===== src/rtl/sc_4_point_ifft_if.sv =====
// Handshake/data bundle for the serial-commutator 4-point inverse transform.
// master drives the spectrum words in; slave (the transform) returns time samples.
interface sc_4_point_ifft_if #(
  parameter int W = 6
) ();
  logic                in_valid;
  logic                frame_start;
  logic signed [W-1:0] in0;
  logic signed [W-1:0] in1;
  logic                out_valid;
  logic                out_idx;
  logic signed [W-1:0] out0;
  logic signed [W-1:0] out1;
  logic                resync;

  modport master (
    output in_valid, frame_start, in0, in1,
    input  out_valid, out_idx, out0, out1, resync
  );

  modport slave (
    input  in_valid, frame_start, in0, in1,
    output out_valid, out_idx, out0, out1, resync
  );
endinterface


===== src/rtl/sc_4_point_ifft.sv =====
// Serial-commutator 4-point inverse transform: words A=(X0,X2), B=(X1,X3) in,
// time samples (x0,x1) then (x2,x3) out, scaled by 1/4 with floor.
module sc_4_point_ifft #(
  parameter int W = 6
) (
  input logic             clk,
  input logic             rst,
  sc_4_point_ifft_if.slave bus_io
);

  typedef enum logic [0:0] {StExpectA, StExpectB} state_e;

  state_e state_q, state_d;
  logic   take_a, take_b, discard;

  logic signed [W:0]   sum_s1, dif_s1;
  logic signed [W:0]   a_q, a_d, b_q, b_d, c_q, c_d, d_q, d_d;
  logic                cd_valid_q, cd_valid_d;
  logic signed [W+1:0] y0_q, y0_d, y1_q, y1_d, y2_q, y2_d, y3_q, y3_d;
  logic                y_valid_q, y_valid_d;
  logic                hi_pend_q, hi_pend_d;
  logic                out_valid_q, out_valid_d;
  logic                out_idx_q, out_idx_d;
  logic signed [W-1:0] out0_q, out0_d, out1_q, out1_d;
  logic                resync_q, resync_d;

  // Phase FSM: state register
  always_ff @(posedge clk or posedge rst) begin
    if (rst) state_q <= StExpectA;
    else     state_q <= state_d;
  end

  // Phase FSM: next state
  always_comb begin
    state_d = state_q;
    if (bus_io.in_valid) begin
      unique case (state_q)
        StExpectA: state_d = StExpectB;
        StExpectB: state_d = bus_io.frame_start ? StExpectB : StExpectA;
        default:   state_d = StExpectA;
      endcase
    end
  end

  // Phase FSM: decoded word role
  always_comb begin
    take_a  = 1'b0;
    take_b  = 1'b0;
    discard = 1'b0;
    if (bus_io.in_valid) begin
      unique case (state_q)
        StExpectA: take_a = 1'b1;
        StExpectB: begin
          take_a  = bus_io.frame_start;
          discard = bus_io.frame_start;
          take_b  = ~bus_io.frame_start;
        end
        default: take_a = 1'b1;
      endcase
    end
  end

  // Stage-1 lane butterfly, shared by words A and B
  always_comb begin
    sum_s1 = $signed({bus_io.in0[W-1], bus_io.in0}) + $signed({bus_io.in1[W-1], bus_io.in1});
    dif_s1 = $signed({bus_io.in0[W-1], bus_io.in0}) - $signed({bus_io.in1[W-1], bus_io.in1});
  end

  always_comb begin
    a_d         = take_a ? sum_s1 : a_q;
    b_d         = take_a ? dif_s1 : b_q;
    c_d         = take_b ? sum_s1 : c_q;
    d_d         = take_b ? dif_s1 : d_q;
    cd_valid_d  = take_b;
    resync_d    = discard;

    // Both stage-2 pairs are captured together so a following frame may
    // overwrite a/b/c/d while (b,d) results still wait to be issued.
    y0_d        = y0_q;
    y1_d        = y1_q;
    y2_d        = y2_q;
    y3_d        = y3_q;
    y_valid_d   = cd_valid_q;
    if (cd_valid_q) begin
      y0_d = $signed({a_q[W], a_q}) + $signed({c_q[W], c_q});
      y1_d = $signed({a_q[W], a_q}) - $signed({c_q[W], c_q});
      y2_d = $signed({b_q[W], b_q}) + $signed({d_q[W], d_q});
      y3_d = $signed({b_q[W], b_q}) - $signed({d_q[W], d_q});
    end

    out_valid_d = 1'b0;
    out_idx_d   = out_idx_q;
    out0_d      = out0_q;
    out1_d      = out1_q;
    hi_pend_d   = 1'b0;
    if (y_valid_q) begin
      out_valid_d = 1'b1;
      out_idx_d   = 1'b0;
      out0_d      = W'(y0_q >>> 2);
      out1_d      = W'(y1_q >>> 2);
      hi_pend_d   = 1'b1;
    end else if (hi_pend_q) begin
      out_valid_d = 1'b1;
      out_idx_d   = 1'b1;
      out0_d      = W'(y2_q >>> 2);
      out1_d      = W'(y3_q >>> 2);
    end
  end

  always_ff @(posedge clk or posedge rst) begin
    if (rst) begin
      a_q         <= '0;
      b_q         <= '0;
      c_q         <= '0;
      d_q         <= '0;
      cd_valid_q  <= 1'b0;
      y0_q        <= '0;
      y1_q        <= '0;
      y2_q        <= '0;
      y3_q        <= '0;
      y_valid_q   <= 1'b0;
      hi_pend_q   <= 1'b0;
      out_valid_q <= 1'b0;
      out_idx_q   <= 1'b0;
      out0_q      <= '0;
      out1_q      <= '0;
      resync_q    <= 1'b0;
    end else begin
      a_q         <= a_d;
      b_q         <= b_d;
      c_q         <= c_d;
      d_q         <= d_d;
      cd_valid_q  <= cd_valid_d;
      y0_q        <= y0_d;
      y1_q        <= y1_d;
      y2_q        <= y2_d;
      y3_q        <= y3_d;
      y_valid_q   <= y_valid_d;
      hi_pend_q   <= hi_pend_d;
      out_valid_q <= out_valid_d;
      out_idx_q   <= out_idx_d;
      out0_q      <= out0_d;
      out1_q      <= out1_d;
      resync_q    <= resync_d;
    end
  end

  assign bus_io.out_valid = out_valid_q;
  assign bus_io.out_idx   = out_idx_q;
  assign bus_io.out0      = out0_q;
  assign bus_io.out1      = out1_q;
  assign bus_io.resync    = resync_q;

endmodule


===== src/flat_wrapper.sv =====
// flat-port wrapper written by rule: the top's interface ports become plain ports
module sc_4_point_ifft_flat 
#(
  parameter int W = 6
)
  (clk, rst, bus_io_in_valid, bus_io_frame_start, bus_io_in0, bus_io_in1, bus_io_out_valid, bus_io_out_idx, bus_io_out0, bus_io_out1, bus_io_resync);
  sc_4_point_ifft_if #(.W(W)) bus_io_i ();
  input logic clk;
  input logic rst;
  input wire logic [$bits(bus_io_i.in_valid)-1:0] bus_io_in_valid;
  input wire logic [$bits(bus_io_i.frame_start)-1:0] bus_io_frame_start;
  input wire logic [$bits(bus_io_i.in0)-1:0] bus_io_in0;
  input wire logic [$bits(bus_io_i.in1)-1:0] bus_io_in1;
  output wire logic [$bits(bus_io_i.out_valid)-1:0] bus_io_out_valid;
  output wire logic [$bits(bus_io_i.out_idx)-1:0] bus_io_out_idx;
  output wire logic [$bits(bus_io_i.out0)-1:0] bus_io_out0;
  output wire logic [$bits(bus_io_i.out1)-1:0] bus_io_out1;
  output wire logic [$bits(bus_io_i.resync)-1:0] bus_io_resync;
  assign bus_io_i.in_valid = bus_io_in_valid;
  assign bus_io_i.frame_start = bus_io_frame_start;
  assign bus_io_i.in0 = bus_io_in0;
  assign bus_io_i.in1 = bus_io_in1;
  assign bus_io_out_valid = bus_io_i.out_valid;
  assign bus_io_out_idx = bus_io_i.out_idx;
  assign bus_io_out0 = bus_io_i.out0;
  assign bus_io_out1 = bus_io_i.out1;
  assign bus_io_resync = bus_io_i.resync;
  sc_4_point_ifft #(.W(W)) u_core (.clk(clk), .rst(rst), .bus_io(bus_io_i));
endmodule

===== config.mk =====
export PLATFORM = sky130hd
export DESIGN_NAME = sc_4_point_ifft_flat
export DESIGN_NICKNAME = d
export VERILOG_FILES = /design/src/rtl/sc_4_point_ifft_if.sv /design/src/rtl/sc_4_point_ifft.sv /design/src/flat_wrapper.sv
export SDC_FILE = /design/constraint.sdc
export NUM_CORES = 1
export LEC_CHECK = 0
export CAP_MARGIN = 30
export CORE_MARGIN = 8
export CORE_UTILIZATION = 30
export DETAILED_ROUTE_END_ITERATION = 8
export GPL_TIMING_DRIVEN = 0
export MAX_ROUTING_LAYER = met4
export PLACE_DENSITY_LB_ADDON = 0.15
export SLEW_MARGIN = 25
export SYNTH_ARGS = -nofsm -noshare
export SYNTH_HDL_FRONTEND = slang
export SYNTH_SLANG_ARGS = --single-unit

===== constraint.sdc =====
create_clock -name clk -period 6.14 [get_ports clk]
set_clock_uncertainty 0.15 [all_clocks]
set_input_delay 0.921 -clock clk [delete_from_list [all_inputs] [get_ports clk]]
set_output_delay 0.921 -clock clk [all_outputs]
set_load 0.02 [all_outputs]

# After elaboration in Yosys (flattened, before gate mapping)
# Cells that the tools add are included.
word_totals:
  register_bits: 79
  latch_bits: 0
  mem_bits_rw: 0
  romBits: 0
  in_bits: 16
  output_inout_bits: 15
  elab_cells: 43
  mem_count: 0
op_classes:
  n_addsub: 6
  mul: 0
  div: 0
  n_lt_le_gt_ge: 0
  eq_ne: 0
  shifts: 0
  n_mux: 17
  n_bitwise: 2
  n_reduce_logical: 1
op_table:
  columns: ["op", "count"]
  rows:
  - ["two-way mux 6 bit", 4]
  - ["adder 7 x 7 -> 8 bit", 2]
  - ["subtractor 7 x 7 -> 8 bit", 2]
  - ["two-way mux 1 bit", 11]
  - ["adder 6 x 6 -> 7 bit", 1]
  - ["subtractor 6 x 6 -> 7 bit", 1]
  - ["one-hot mux 1 bit (2 select lines)", 2]
  - ["NOT 1 bit", 2]
  - ["nonzero test 2 bit", 1]

# Depth between registers and ports, before layout
# Gate-level depths: netlist of run 1.
logic_depth:
  depth_word: 3
  ltp_mapped: 9
  ltp_nobuf: 9

# Least setup slack after synthesis of run 1
# OpenSTA, ideal clock, no wires.
synth_path:
  path_kind: "input port to flip-flop"
  startpoint: "input port bus_io_in0[0]"
  endpoint: "register u_core.b_q[6]"
  setup_time_ps: 134
  t_arrival_ps: 2154
  required_ps: 5856
  setup_slack_ps: 3702
  cell_stages: 9
  path_buffers: 0
  path_cell_list: "inv_1 > ha_1 > fa_1 > inv_1 > a21oi_1 > o21bai_1 > a2111oi_0 > a21oi_1 > o21ai_1"
synth_between:
  elab_chain_len: 1
synth_lines:
  columns: ["element", "line", "source"]
  rows:
  - ["start, declared", "flat_wrapper.sv:12", "input wire logic [$bits(bus_io_i.in0)-1:0] bus_io_in0;"]
  - ["subtractor 6 x 6 -> 7 bit", "sc_4_point_ifft.sv:66", "dif_s1 = $signed({bus_io.in0[W-1], bus_io.in0}) - $signed({bus_io.in1[W-1], bus_io.in1});"]
  - ["end signal, assigned", "sc_4_point_ifft.sv:113", "b_q <= '0;"]
  - ["end signal, assigned", "sc_4_point_ifft.sv:130", "b_q <= b_d;"]
  - ["end, declared", "sc_4_point_ifft.sv:17", "logic signed [W:0] a_q, a_d, b_q, b_d, c_q, c_d, d_q, d_d;"]
# No other way between the ends.
# A chain may end at the register's enable or synchronous reset.

# Final worst setup path of run 1
# Ends and elaborated chain as after synthesis.

==> metrics.md, run 1 <==
| Metric | Value |
|---|---|
| Status | `completed` |
| Yosys reg bits | `69` |
| Clk buf depth | `2` |
| CP Cell Sequence | `clkdlybuf4s50_1 -> inv_1 -> ha_1 -> fa_1 -> inv_1 -> a21oi_1 -> o21bai_1 -> a2111oi_0 -> a21oi_1 -> o21ai_1` |
| WHS | `0.328 ns` |
| Tot Pwr | `2.02 mW` |
| Asr flop ratio synth | `100%` |
| Unique masters post-synth | `37` |
| Pleak | `2.09 nW` |
| Post-Route Setup TNS | `0 ns` |
| Antenna violations before repair | `0` |
| Largest net degree at the start of global routing | `43` |
| Ant diodes | `0` |
| Area contributors post-synth | `dfrtp_1 44%, ha_1 12%, xnor2_1 6.1%` |
| Worst Path Required | `6.18 ns` |
| # rows | `41` |
| P&R area growth vs syn | `21.5%` |
| Die width | `130 um` |
| Setup violations, final | `0` |
| CTS Sinks | `69` |
| Relative slew slack | `52.7%` |
| I/O Pins | `31` |
| Post-DP HPWL | `6450 um` |
| Kind of critical path | `input pin to flip-flop` |
| Detailed-route via count | `2734` |
| CP max FO | `2` |
| Min cycle time layout | `2.83 ns` |
| IO buf count | `30` |
| # Post-CTS Setup Buffers | `0` |
| Filler cells | `1302` |
| Reg clk slew, reported paths | `0.05 ns` |
| Largest area contributor in the netlist | `dfrtp_1` |
| RSZ-0062 raised after global routing | `false` |
| R2R depth | `8` |
| Vias in the first global route | `2795` |
| Dpl ws | `2.94 ns` |
| Commonest non-fill, non-tap cell in the layout | `dfrtp_1` |
| Post-Synthesis Cells | `390` |
| Share of cells above drive strength 1 | `8.92%` |
| CTS Buf Count | `9` |
| DRT Pass-1 Iters | `4` |
| Initial Util | `30.8%` |
| Most frequent cells in the layout | `69 x dfrtp_1, 41 x nand2_1, 39 x o21ai_0, 36 x ha_1, 35 x inv_1` |
| Worst Setup Start Kind | `input pin` |
| Utilization after layout | `37.4%` |
| Slowest stage delay, CP | `0.47 ns` |
| DRC errors left | `0` |
| CTS resizes | `0` |
| Routed Wire Length | `8310 um` |
| Total Die Area | `0.0169 mm2` |
| Total of max-cap violations | `0` |
| Final worst-path cycle share | `46.1%` |
| Core area | `0.0126 mm2` |
| Dpl cell area | `0.00443 mm2` |
| Seq/Total Area, Yosys | `44.4%` |
| Main flop type after synthesis | `dfrtp_1` |
| GP Congestion | `0.795` |
| Crit path DAT | `2.87 ns` |
| Hold path start | `u_core.y1_q[2]` |
| Pwr dens | `427 mW/mm2` |
| Syn nets | `444` |
| WHS Path Cells | `2` |
| Slowest cell on crit path | `clkdlybuf4s50_1` |
| Hold Crit Class | `flip-flop to flip-flop` |
| Crit path max-delay family | `compound AO/OA/AOI/OAI gates` |
| Reg-to-Reg End | `u_core.y3_q[6]` |
| Hold endpoint | `u_core.bus_io.out1[0]` |
| Yosys top cell area share | `44.4%` |
| Die height | `130 um` |
| YS warnings | `0` |
| R2R Setup Slk | `3.70 ns` |
| DR vias/cell | `4.49` |
| Total congestion overflow | `0` |
| Final hold vios | `0` |
| # hold bufs at CTS | `0` |
| FMAX | `353 MHz` |
| Root Buffer | `clkbuf_16` |
| Post-Syn Area | `0.00389 mm2` |
| Post-route cell area | `0.00472 mm2` |
| GR Util All Layers | `11.0%` |
| Worst VDD drop | `163 uV` |
| DR iter-0 viols | `194` |
| Least-Margin Pin Slew | `0.709 ns` |
| CTS tree | `yes` |
| Worst r2r src | `u_core.d_q[2]` |
| Routed len/inst | `13.6 um` |
| First-pass GRT wire length | `13900 um` |
| Antenna-violating nets left | `0` |
| Final WS setup | `3.31 ns` |
| Fin nets | `486` |
| Slew Viols, Final | `0` |
| H-tree Lvls | `3` |
| Post-route insts no fill | `609` |
| Clock Latency Late Sink | `0.33 ns` |
| CP Capture Type | `flip-flop` |
| EDFF count, synth | `0` |
| Placed cell count | `593` |
| Synthesized area per cell | `9.96 um2` |
| Bufs and invs on worst path | `3` |
## state kept, by name, summed over array words and instances (netlist names)
signal / flops
u_core.a_q: 6
u_core.b_q: 7
u_core.bus_io.out0: 6
u_core.bus_io.out1: 6
u_core.bus_io.out_idx: 1
u_core.bus_io.out_valid: 1
u_core.bus_io.resync: 1
u_core.c_q: 6
u_core.cd_valid_q: 1
u_core.d_q: 7
u_core.hi_pend_q: 1
u_core.state_q: 1
u_core.y0_q: 6
u_core.y1_q: 6
u_core.y2_q: 6
u_core.y3_q: 6
u_core.y_valid_q: 1
## Yosys cell counts (3+ instances only)
| cell | n |
|---|---|
| and3_1 | 3 |
| o21ai_1 | 3 |
| a21oi_1 | 25 |
| dfrtp_1 | 69 |
| mux2i_1 | 12 |
| o21ai_0 | 39 |
| clkbuf_1 | 16 |
| nor2_1 | 32 |
| xnor2_1 | 27 |
| nand3_1 | 4 |
| ha_1 | 36 |
| nand2_1 | 41 |
| mux2_2 | 9 |
| o21bai_1 | 5 |
| inv_1 | 36 |
## area by class of cell
cell class	count	area [um2]	share of cell area [%]
Inverter	36	138	2.91
Clock buffer	16	292	6.17
Tap cell	172	215	4.56
Buffer	16	60.1	1.27
Timing Repair Buffer	31	328	6.94
Multi-Input combinational cell	269	1960	41.6
Sequential cell	69	1730	36.6
## per-layer routing
| layer | vias to the layer above | wire (um) | track usage, % |
|---|---|---|---|
| met3 | 8 | 334 | 2.28 |
| met2 | 43 | 3730 | 17.1 |
| met1 | 1291 | 4150 | 13.7 |
| met4 | 0 | 100 | 4.30 |
| li1 | 1392 | - | - |
| met5 | - | 0 | - |
## kinds of logic (layout without fill, tap and decap cells)
kind of cell	Yosys count	after routing	synth area share, %
and+or+nand+nor	92	92	10.6
AOI/OAI and AO/OA	89	89	14.9
DFF	69	69	44.4
buffers and inverters	52	99	5.02
adders and majority gates	38	38	12.6
xor gates and xnor gates	28	28	6.31
muxes	22	22	6.09
## tightest hold or removal path, stage by stage, from the launching register on
cell and delay, ns:
dfrtp_1 0.34, nand2_1 0.05, o21ai_0 0.06
## power by group
group	leakage (nW)	switching [mW]	internal, mW	total (mW)
combinational	1.11	0.418	0.375	0.793
sequential	0.834	0.110	0.618	0.728
clock	0.143	0.180	0.318	0.498
total	2.09	0.708	1.31	2.02
## worst max path at each step
stage          cells past startpoint  slack, ns     startpoint       endpoint
3_3_place_gp                       2       2.08            rst  u_core.d_q[4]
3_5_place_dp                      10       2.94  bus_io_in0[0]  u_core.b_q[6]
4_1_cts                           10       3.30  bus_io_in0[0]  u_core.b_q[6]
6_report                          10       3.31  bus_io_in0[0]  u_core.b_q[6]
5_1_grt                           10       3.07  bus_io_in1[2]  u_core.c_q[6]
2_1_floorplan                      1       3.33            rst  u_core.a_q[1]
(Power assumes the default switching activity.)
==> run 2: changes to the inputs <==
Clock period 6.14 ns to 2.7 ns, I/O delays scaled along.
==> results of run 2 <==
Same layout as run 1 (identical final DEF). Status: completed.
Main changes from that run: setup slack after placement 2.94 ns -> 0.0157 ns; setup slack after layout 3.31 ns -> 0.258 ns; hold slack 0.328 ns -> 0.268 ns; start point of the critical path bus_io_in0[0] -> u_core.d_q[2]; end point of the critical path u_core.b_q[6] -> u_core.y3_q[6]; register-to-register setup slack 3.70 ns -> 0.26 ns; total power 2.02 mW -> 4.59 mW; worst IR drop on VDD 163 uV -> 371 uV
==> run 3: changes to the inputs <==
Settings changed: REMOVE_ABC_BUFFERS from default to 1.
==> metrics.md, run 3 (synthesis gave the netlist of run 1 again) <==
| Metric | Value |
|---|---|
| Clk buf depth | `2` |
| Multi-input logic area | `0.00197 mm2` |
| Met3 wire length | `259 um` |
| Total Die Area | `0.0169 mm2` |
| Final hold vios | `0` |
| RSZ-0062 raised after global routing | `false` |
| Root Buffer | `clkbuf_16` |
| # Post-CTS Setup Buffers | `0` |
| Placed cell count | `578` |
| Tot Pwr | `4.49 mW` |
| GR Util All Layers | `9.99%` |
| R2R depth | `8` |
| Routed Wire Length | `7280 um` |
| Worst VDD drop | `331 uV` |
| Largest net degree at the start of global routing | `46` |
| DRT Pass-1 Iters | `4` |
| Dpl cell area | `0.00439 mm2` |
| Worst Path Required | `2.77 ns` |
| Reg clk slew, reported paths | `0.05 ns` |
| Status | `completed` |
| CTS Buf Count | `9` |
| CP Cell Sequence | `inv_1 -> ha_1 -> a21o_1 -> a31oi_4 -> nor4_2 -> a2111oi_4 -> xnor2_1 -> mux2_2` |
| CTS resizes | `0` |
| H-tree Lvls | `3` |
| P&R area growth vs syn | `20.4%` |
| Slowest cell on crit path | `ha_1` |
| Ant diodes | `0` |
| First-pass GRT wire length | `12700 um` |
| Worst Setup Start Kind | `flip-flop` |
| Antenna violations before repair | `0` |
| Slowest stage delay, CP | `0.40 ns` |
| GP Congestion | `0.767` |
| Pleak | `2.08 nW` |
| Vias in the first global route | `2578` |
| Hold Crit Class | `input pin to asynchronous set/reset pin` |
| Most frequent cells in the layout | `68 x dfrtp_1, 41 x nand2_1, 39 x o21ai_0, 36 x ha_1, 35 x inv_1` |
| # rows | `41` |
| Area taken by flip-flops and latches | `0.00173 mm2` |
| Biggest regs | `u_core.b_q: 7 flops, u_core.d_q: 7 flops` |
| Kind of critical path | `flip-flop to flip-flop` |
| Setup violations, final | `0` |
| Fin nets | `472` |
| Top layer in use | `met4` |
| Total of max-cap violations | `0` |
| Die height | `130 um` |
| Worst r2r src | `u_core.d_q[2]` |
| Crit path max-delay family | `compound AO/OA/AOI/OAI gates` |
| WHS | `0.246 ns` |
| Filler cells | `1295` |
| CTS Sinks | `69` |
| Slew Viols, Final | `0` |
| Bufs and invs on worst path | `1` |
| Antenna-violating nets left | `0` |
| Relative slew slack | `47.4%` |
| Min cycle time layout | `2.38 ns` |
| Share of cells above drive strength 1 | `10.2%` |
| Routed len/inst | `12.3 um` |
| Met2 WL | `3020 um` |
| Metal-1 WL | `3850 um` |
| Post-route insts no fill | `594` |
| DRC errors left | `0` |
| CP max FO | `6` |
| Clock Latency Late Sink | `0.33 ns` |
| Total congestion overflow | `0` |
| IO buf count | `30` |
| Post-route cell area | `0.00468 mm2` |
| Final worst-path cycle share | `88.1%` |
| I/O Pins | `31` |
| CP Capture Type | `flip-flop` |
| Die width | `130 um` |
| Core area | `0.0126 mm2` |
| FMAX | `420 MHz` |
| Least-Margin Pin Slew | `0.789 ns` |
| Post-DP HPWL | `5420 um` |
| Detailed-route via count | `2564` |
| Commonest non-fill, non-tap cell in the layout | `dfrtp_1` |
| CTS tree | `yes` |
| R2R Setup Slk | `0.32 ns` |
| # hold bufs at CTS | `0` |
| Pwr dens | `961 mW/mm2` |
| Crit path DAT | `2.45 ns` |
| Initial Util | `30.8%` |
| DR iter-0 viols | `140` |
| DR vias/cell | `4.32` |
| Reg-to-Reg End | `u_core.y3_q[6]` |
==> run 3: changes by cell type in the layout (fill, tap and decap cells not counted), sizes merged <==
cell	before	now
buf	1	3
clkinv	0	1
clkbuf	32	14
==> run 3: worst max-delay path by stage <==
stage | from | endpoint | depth (start not counted)
2_1_floorplan | rst | u_core.a_q[1] | 1
3_3_place_gp | rst | u_core.a_q[6] | 2
3_5_place_dp | bus_io_in0[0] | u_core.d_q[6] | 10
4_1_cts | u_core.d_q[2] | u_core.y2_q[6] | 8
5_1_grt | u_core.c_q[2] | u_core.y0_q[6] | 8
6_report | u_core.d_q[2] | u_core.y3_q[6] | 8
==> run 3: report_power, final <==
part / leakage (nW) / switching [mW] / internal [mW]
Sequential: 0.832 / 0.249 / 1.40
Clock: 0.139 / 0.407 / 0.690
Combinational: 1.11 / 0.890 / 0.855
Total: 2.08 / 1.55 / 2.95
==> run 3: cell type report <==
class,instances,share of cell area (%)
tap,172,4.60
sequential,69,36.9
clock buffer,14,5.86
clock inverter,1,0.107
timing repair buffer,33,7.49
inverter,36,2.94
multi-input combinational,269,42.1
==> run 3: per-layer routing <==
metal | track usage [%] | up-vias
met3 | 3.10 | 7
met1 | 13.1 | 1160
met4 | 4.51 | 0
li1 | - | 1363
met2 | 13.8 | 34
met5 | - | -
==> run 3: per-stage QoR <==
| step | utilization (%) | setup TNS [ns] | worst slack (ns) |
|---|---|---|---|
| finish | 37.1 | 0 | 0.321 |
| global route | 37.1 | 0 | 0.104 |
| CTS | 37.0 | 0 | 0.266 |
| detailed placement | 34.8 | -0.00508 | -0.00508 |
| global placement | 34.4 | -58.52 | -0.849 |
| floorplan | - | 0 | 0.405 |
